`src/rtl/ysyx_24110026_lsu.sv`:
```
// Load/store unit: turns the execute result into at most one memory access and a write-back packet.
// Non-pipelined; a new operation is accepted only after the previous packet is taken.
`timescale 1ns/1ps
module ysyx_24110026_lsu (
  input  logic        clk,
  input  logic        rst,
  input  logic        in_valid,
  output logic        in_ready,
  input  logic        in_load,
  input  logic        in_store,
  input  logic [1:0]  in_size,
  input  logic        in_unsigned,
  input  logic [31:0] in_addr,
  input  logic [31:0] in_wdata,
  input  logic [3:0]  in_rd,
  output logic        mem_req_valid,
  input  logic        mem_req_ready,
  output logic [31:0] mem_req_addr,
  output logic        mem_req_wen,
  output logic [3:0]  mem_req_wmask,
  output logic [31:0] mem_req_wdata,
  input  logic        mem_resp_valid,
  input  logic [31:0] mem_resp_rdata,
  output logic        out_valid,
  input  logic        out_ready,
  output logic        out_wen,
  output logic [3:0]  out_rd,
  output logic [31:0] out_rdata,
  output logic        out_err
);

  typedef enum logic [1:0] {StIdle, StReq, StResp, StDone} state_e;

  state_e      state_q;
  logic        load_q;
  logic        unsigned_q;
  logic [1:0]  size_q;
  logic [1:0]  off_q;

  logic        misaligned;
  logic [3:0]  lane_mask;
  logic [31:0] lane_wdata;
  logic [31:0] rshift;
  logic [31:0] load_data;

  assign in_ready = (state_q == StIdle) && !rst;

  always_comb begin
    misaligned = 1'b0;
    lane_mask  = 4'b1111;
    lane_wdata = in_wdata;
    case (in_size)
      2'b00: begin
        lane_mask  = 4'b0001 << in_addr[1:0];
        lane_wdata = {4{in_wdata[7:0]}};
      end
      2'b01: begin
        misaligned = in_addr[0];
        lane_mask  = 4'b0011 << in_addr[1:0];
        lane_wdata = {2{in_wdata[15:0]}};
      end
      2'b10:   misaligned = |in_addr[1:0];
      default: misaligned = 1'b1;
    endcase
  end

  // Extraction uses the captured request attributes, not the live inputs.
  always_comb begin
    rshift = mem_resp_rdata >> {off_q, 3'b000};
    case (size_q)
      2'b00:   load_data = unsigned_q ? {24'b0, rshift[7:0]} : {{24{rshift[7]}}, rshift[7:0]};
      2'b01:   load_data = unsigned_q ? {16'b0, rshift[15:0]} : {{16{rshift[15]}}, rshift[15:0]};
      default: load_data = mem_resp_rdata;
    endcase
  end

  always_ff @(posedge clk or posedge rst) begin
    if (rst) begin
      state_q       <= StIdle;
      load_q        <= 1'b0;
      unsigned_q    <= 1'b0;
      size_q        <= 2'b00;
      off_q         <= 2'b00;
      mem_req_valid <= 1'b0;
      mem_req_addr  <= 32'b0;
      mem_req_wen   <= 1'b0;
      mem_req_wmask <= 4'b0;
      mem_req_wdata <= 32'b0;
      out_valid     <= 1'b0;
      out_wen       <= 1'b0;
      out_rd        <= 4'b0;
      out_rdata     <= 32'b0;
      out_err       <= 1'b0;
    end else begin
      case (state_q)
        StIdle: begin
          if (in_valid) begin
            load_q     <= in_load;
            unsigned_q <= in_unsigned;
            size_q     <= in_size;
            off_q      <= in_addr[1:0];
            out_rd     <= in_rd;
            if (!in_load && !in_store) begin
              out_rdata <= in_addr;
              out_wen   <= (in_rd != 4'd0);
              out_err   <= 1'b0;
              out_valid <= 1'b1;
              state_q   <= StDone;
            end else if (misaligned) begin
              out_rdata <= in_addr;
              out_wen   <= 1'b0;
              out_err   <= 1'b1;
              out_valid <= 1'b1;
              state_q   <= StDone;
            end else begin
              mem_req_valid <= 1'b1;
              mem_req_addr  <= {in_addr[31:2], 2'b00};
              mem_req_wen   <= in_store;
              mem_req_wmask <= in_store ? lane_mask : 4'b0000;
              mem_req_wdata <= lane_wdata;
              state_q       <= StReq;
            end
          end
        end
        StReq: begin
          if (mem_req_ready) begin
            mem_req_valid <= 1'b0;
            state_q       <= StResp;
          end
        end
        StResp: begin
          if (mem_resp_valid) begin
            out_rdata <= load_q ? load_data : 32'b0;
            out_wen   <= load_q && (out_rd != 4'd0);
            out_err   <= 1'b0;
            out_valid <= 1'b1;
            state_q   <= StDone;
          end
        end
        StDone: begin
          if (out_ready) begin
            out_valid <= 1'b0;
            state_q   <= StIdle;
          end
        end
        default: state_q <= StIdle;
      endcase
    end
  end

endmodule

```
`config.mk`:
```
export PLATFORM = sky130hd
export DESIGN_NAME = ysyx_24110026_lsu
export DESIGN_NICKNAME = d
export VERILOG_FILES = /design/src/rtl/ysyx_24110026_lsu.sv
export SDC_FILE = /design/constraint.sdc
export NUM_CORES = 1
export LEC_CHECK = 0
export CORE_AREA = 4 4 119 121
export CTS_CLUSTER_DIAMETER = 50
export DETAILED_ROUTE_END_ITERATION = 10
export DIE_AREA = 0 0 123 125
export PLACE_DENSITY = 0.91
export SLEW_MARGIN = 20
export SYNTH_ARGS = -nofsm -noshare
export SYNTH_HDL_FRONTEND = slang
export SYNTH_SLANG_ARGS = --single-unit
```
`constraint.sdc`:
```
create_clock -name clk -period 4.6 [get_ports clk]
set_clock_uncertainty 0.2 [all_clocks]
set_input_delay 0.92 -clock clk [delete_from_list [all_inputs] [get_ports clk]]
set_output_delay 0.92 -clock clk [all_outputs]
set_load 0.05 [all_outputs]
```
==> qor.csv, run 1 <==
metric,value,unit
htreeDepth,4,
grt_pass1_wl,27.99,mm
synth_ff_type,dfrtp_1,
dpl.hpwl,13.39,mm
synth.distinct_cells,42,
fin_crit,3574,ps
area_delta_synth_final,50.02,%
synth_mux_area_share,16.00,%
ff2ff_path_depth,9,
vias,5189,
hold_viol,0,
synth-edff-count,0,
grt_pass1_vias,5276,
peakVddDrop,0.3968,mV
final_net_count,884,
p_leak,3.598,nW
ys_ff_latch,115,
synth-simple-area-share,11.29,%
drt_iter0_drc,378,
antenna_found_initial,0,
crit_arrival,2450,ps
synthAdderAreaFrac,1.094,%
synth_compound_area_share,16.70,%
post_cts_buffers,0,
synth_top_area_cell,dfrtp_1,
reg2reg_from,state_q[0],
cts_resized,0,
whs,273.7,ps
cts-root-buf,clkbuf_16,
die_area,15380,um2
clock_sinks,115,
antenna_cells,0,
syn_inst,566,
cts_made_buffers,17,
port_buffers,218,
die_w,123,um
place_ws,918.6,ps
syn_avg_cell_area,10.10,um2
dr.pass1.iters,7,
status,"complete, no violations",
core-area,13090,um2
clock_latency,410,ps
drive_gt1_share,11.79,%
cts_buffer_depth,2,
max_slew.worst_pin.slew,974.8,ps
synth_xor_area_share,0,%
synth_top_family_by_area,compound AO/OA/AOI/OAI gates,
start_util,43.70,%
grt.overflow.total,0,
vias_per_cell,5.428,
ioPinCount,221,
yosysWarnings,0,
power-per-cell-area,853.6,nW/um2
hold_end,out_err,
synth_top_cell_area_share,50.33,%
reg2reg_to,out_rdata[24],
placed_area,8016,um2
cp.required,3480,ps
drv.max_cap_violation_count,0,
cp-end-kind,output pin,
timing.final.ws_setup,1026,ps
rows,42,
layout.cells.non_filler,956,
worstPathMaxFanout,8,
wl_per_cell,18.91,um
min_path_type,reg -> reg,
holdPathStages,2,
synth-seq-area-share,50.33,%
setup_tns,0,ps
r2r_slack,1790,ps
syn_area,5718,um2
criticalPathCategory,reg -> out,
total_power,7.322,mW
drc_errors,0,
cts.clk_slew.worst_paths,50,ps
postCtsHoldBufs,0,
numPlacedInstances,924,
grt_util_all_layers,23.64,%
maxSlewViolCount,0,
fmax,0.2798,GHz
cts_tree,built,
gp_congestion,0.8263,
ys_async_sr_fraction,100.0,%
hp-start,out_err,
grt_max_degree,96,
crit_path_start_kind,register,
fin_util,65.56,%
rsz0062_at_grt,no,
final-setup-viol-count,0,
post-route-cell-area,8578,um2
ant_nets,0,
routed_wl,18.08,mm
relSlewSlack,35.01,%
min_period_over_period,77.69,%
yosys-top-cells-area,"dfrtp_1 50%, mux2_2 9.6%, mux2i_1 6.0%, nor2_1 4.2%, o21ai_0 4.0%",
die_height,125,um
==> how the worst max path moves through the flow <==
| stage | from | end | slack (ps) | cells after the start |
|---|---|---|---|---|
| floorplan | rst | load_q | 440 | 1 |
| global placement | in_addr[0] | out_rdata[16] | 1010 | 7 |
| detailed placement | in_addr[0] | out_rdata[18] | 920 | 7 |
| CTS | state_q[1] | in_ready | 1010 | 5 |
| global route | state_q[1] | in_ready | 860 | 5 |
| finish | state_q[1] | in_ready | 1030 | 5 |
==> cell usage after synthesis, drive strengths merged, types with 2 or more instances <==
cell     number
mux2i        34
inv          13
o211ai        9
clkinv        2
a2111oi       3
o21ai        51
o22ai        16
a21oi        45
ha            5
dfrtp       115
nand2        45
nor2b         9
o2111ai      12
nand2b        7
mux2         49
a221oi        8
clkbuf       24
nand3         9
nor2         64
buf          22
nand3b        8
==> flip-flops by register name, summed over array words and instances (netlist names) <==
name and count:
mem_req_wmask 4, size_q 2, mem_req_wdata 32, mem_req_addr 30, mem_req_wen 1, state_q 2, out_rdata 32, out_rd 4
out_err 1, out_wen 1, out_valid 1, load_q 1, mem_req_valid 1, unsigned_q 1, off_q 2
==> layer usage <==
metal / vias up / global-route usage, % / wire [um]
met1: 2482 / 28.13 / 7049
met4: 0 / 7.492 / 359
met3: 33 / 8.537 / 1809
met2: 248 / 39.76 / 8857
li1: 2426 / - / -
met5: - / 0 / 0
==> logic make-up after synthesis <==
group,after synthesis
AND/OR/NAND/NOR,146
flip-flops,115
buffers and inverters,61
AO/OA/AOI/OAI,154
adder cells (fa/ha/maj),5
multiplexers,84
other,1
==> worst max-delay path, cell delays in order, from the launching register on <==
cell and delay [ps]:
dfrtp_1 400, inv_1 130, ha_1 400, inv_1 170, nor2_1 130, clkdlybuf4s50_1 810
==> cell usage in the layout (no fill, tap or decap), types with 9 or more instances in the layout <==
master	netlist	routed
clkbuf_16	0	17
inv_1	13	12
o211ai_1	9	9
clkdlybuf4s50_1	0	218
o21ai_0	46	46
nand2_1	45	45
dfrtp_1	115	115
nor2_1	64	64
mux2_2	49	49
mux2i_1	34	34
o22ai_1	16	16
o2111ai_1	12	12
nor2b_1	9	9
a21oi_1	45	45
==> layout make-up <==
cell class / count / area (um2)
fillers: 1036 / 4507
repair buffers: 228 / 2290
clock buffers: 26 / 509.2
inverters: 15 / 58.81
well taps: 176 / 220.2
clock inverters: 5 / 25.02
multi-input cells: 391 / 2597
flip-flops and latches: 115 / 2878
==> power by group <==
part / internal [mW] / switching, mW / leakage [nW]
logic: 1.49 / 2.76 / 1.94
clock network: 0.751 / 0.444 / 0.270
registers: 1.52 / 0.357 / 1.39
(Power assumes the default switching activity.)
==> run 2: changes to the inputs <==
==> constraint.sdc (replaced) <==
create_clock -name clk -period 3.55 [get_ports clk]
set_clock_uncertainty 0.2 [all_clocks]
set_input_delay 0.71 -clock clk [delete_from_list [all_inputs] [get_ports clk]]
set_output_delay 0.71 -clock clk [all_outputs]
set_load 0.05 [all_outputs]
==> run 2 against run 1 <==
Effect of this change:
- critical path depth did not move
- clock power grew 61%
- worst setup slack lost 870 ps
- sequential cell count is the same
- global-route usage grew 1.2 points
- worst hold slack better by 1.6 ps
- wire length grew 5.2%
- via count up 2.2%
- sequential share of layout area shrank 0.75 points
- non-clock buffer count rose by 7
- register-to-register slack worse by 1100 ps
==> qor.csv, run 2 (same netlist as run 1, synthesis figures left out) <==
metric,value,unit,change
grt.overflow.total,0,,unchanged
worstPathMaxFanout,8,,unchanged
post_cts_buffers,0,,unchanged
clock_sinks,115,,unchanged
path_cells,"inv_1, ha_1, inv_1, nor2_1, clkdlybuf4s50_1",,
ff2ff_path_depth,8,,-1
gp_congestion,0.8188,,-0.91%
min_path_type,reg -> reg,,
grt_max_degree,116,,+21%
p_leak,3.690,nW,+2.6%
cts.clk_slew.worst_paths,50,ps,about the same
grt_pass1_wl,29.22,mm,+4.4%
clock_latency,410,ps,about the same
drt_iter0_drc,342,,-9.5%
ant_nets,0,,unchanged
antenna_cells,0,,unchanged
setup_tns,0,ps,unchanged
drc_errors,0,,unchanged
routed_wl,19.01,mm,+5.2%
power-per-cell-area,1139,nW/um2,+33%
antenna_found_initial,0,,unchanged
crit_path_start_kind,register,,
relSlewSlack,38.85,%,+3.8 points
crit_top_cell,inv_1,,
grt_pass1_vias,5373,,+1.8%
peakVddDrop,0.6387,mV,+61%
place_ws,343.8,ps,-574.8 ps
die_w,123,um,unchanged
die_area,15380,um2,unchanged
dr.pass1.iters,5,,-2
port_buffers,218,,unchanged
cts_buffer_depth,2,,unchanged
wl_per_cell,19.72,um,+4.3%
dpl.hpwl,13.84,mm,+3.4%
layout.cells.non_filler,964,,+0.84%
cts_made_buffers,17,,unchanged
ioPinCount,221,,unchanged
fillers,955,,-7.8%
top_regs,"mem_req_wdata x32, out_rdata x32, mem_req_addr x30",,
max_slew.worst_pin.slew,913.8,ps,-60.99 ps
status,"complete, no violations",,
cts-root-buf,clkbuf_16,,
total_power,9.991,mW,+36%
fin_crit,3391,ps,
min_period_over_period,95.51,%,
cp.required,2640,ps,-840 ps
vias,5303,,+2.2%
maxSlewViolCount,0,,unchanged
reg2reg_from,state_q[0],,
htreeDepth,4,,unchanged
reg2reg_to,out_rdata[25],,
postCtsHoldBufs,0,,unchanged
vias_per_cell,5.501,,+1.3%
startpoint,state_q[0],,
start_util,43.70,%,unchanged
endpoint,in_ready,,
numPlacedInstances,932,,+0.87%
rows,42,,unchanged
grt_util_all_layers,24.81,%,+1.2 points
cp-end-kind,output pin,,
most-common-layout-cells,"218 x clkdlybuf4s50_1, 115 x dfrtp_1, 64 x nor2_1",,
final-setup-viol-count,0,,unchanged
die_height,125,um,unchanged
area_delta_synth_final,53.44,%,
r2r_slack,730,ps,-1060 ps
rsz0062_at_grt,no,,
drv.max_cap_violation_count,0,,unchanged
timing.final.ws_setup,159.3,ps,-867.2 ps
critPathSlowestCell,clkdlybuf4s50_1,,
max_stage_delay,810,ps,about the same
cts_resized,0,,unchanged
criticalPathCategory,reg -> out,,
final_net_count,891,,+0.79%
core-area,13090,um2,unchanged
cts_tree,built,,
hold_viol,0,,unchanged
crit_arrival,2480,ps,+30 ps
layout_commonest_cell,clkdlybuf4s50_1,,
fmax,0.2949,GHz,
drive_gt1_share,13.07,%,+1.3 points
## run 2: cell count changes in the layout (fill, tap and decap cells not counted), sizes merged
cell      previous run  this run
buf                 10        17
clkbuf              26        23
clkinvlp             0         2
clkinv               7         5
inv                 13        12
bufinv               0         5
## run 2: cell type report
type | count | area [um2] | area share, %
sequential | 115 | 2878 | 32.80
multi-input combinational | 391 | 2597 | 29.61
timing repair buffer | 235 | 2347 | 26.75
clock buffer | 23 | 498.0 | 5.676
tap | 176 | 220.2 | 2.510
clock inverter | 9 | 172.7 | 1.968
inverter | 15 | 60.06 | 0.6845
## run 2: layer usage
layer,vias up,wire length (um),track usage [%]
li1,2438,-,-
met2,267,9263,41.49
met3,46,1915,8.491
met1,2552,7221,28.73
met5,-,0,0
met4,0,608,10.75
## run 2: where the power goes
group,switching (mW),internal (mW),total (mW)
registers,0.430,1.97,2.40
logic,3.70,1.97,5.67
clock network,0.592,1.33,1.93
## run 2: worst min-delay path by stage
stage	start	to	slack [ps]	cells past startpoint
after floorplan	unsigned_q	unsigned_q	300	1
after global placement	mem_req_wdata[21]	mem_req_wdata[21]	260	2
after detailed placement	mem_req_wdata[21]	mem_req_wdata[21]	270	2
after CTS	mem_req_wdata[10]	mem_req_wdata[10]	280	2
after global routing	mem_req_wdata[10]	mem_req_wdata[10]	300	2
final	mem_req_wdata[22]	mem_req_wdata[22]	280	2
## run 2: worst max-delay path, delay by kind of cell, from the launching register on
kind	cells	cell delay (ps)
simple gates	1	130
buf+inv	3	1130
fa+ha+maj	1	410
flops	1	410
## run 2: through the flow
| stage | hold WS (ps) | util [%] | instance area (um2) |
|---|---|---|---|
| floorplan | 302.8 | - | 5725 |
| global placement | 260.1 | 61.92 | 8103 |
| detailed placement | 269.2 | 61.92 | 8103 |
| CTS | 280.4 | 67.05 | 8773 |
| global route | 295.5 | 67.05 | 8773 |
| finish | 275.3 | 67.05 | 8773 |
==> run 3: changes to the inputs <==
--- a/config.mk
+++ b/config.mk
@@ -5,6 +5,7 @@
 export SDC_FILE = /design/constraint.sdc
 export NUM_CORES = 1
 export LEC_CHECK = 0
+export ABC_CLOCK_PERIOD_IN_PS = 3550
 export CORE_AREA = 4 4 119 121
 export CTS_CLUSTER_DIAMETER = 50
 export DETAILED_ROUTE_END_ITERATION = 10
==> results of run 3 <==
Final layout, timing and power as in run 2 (identical DEF).
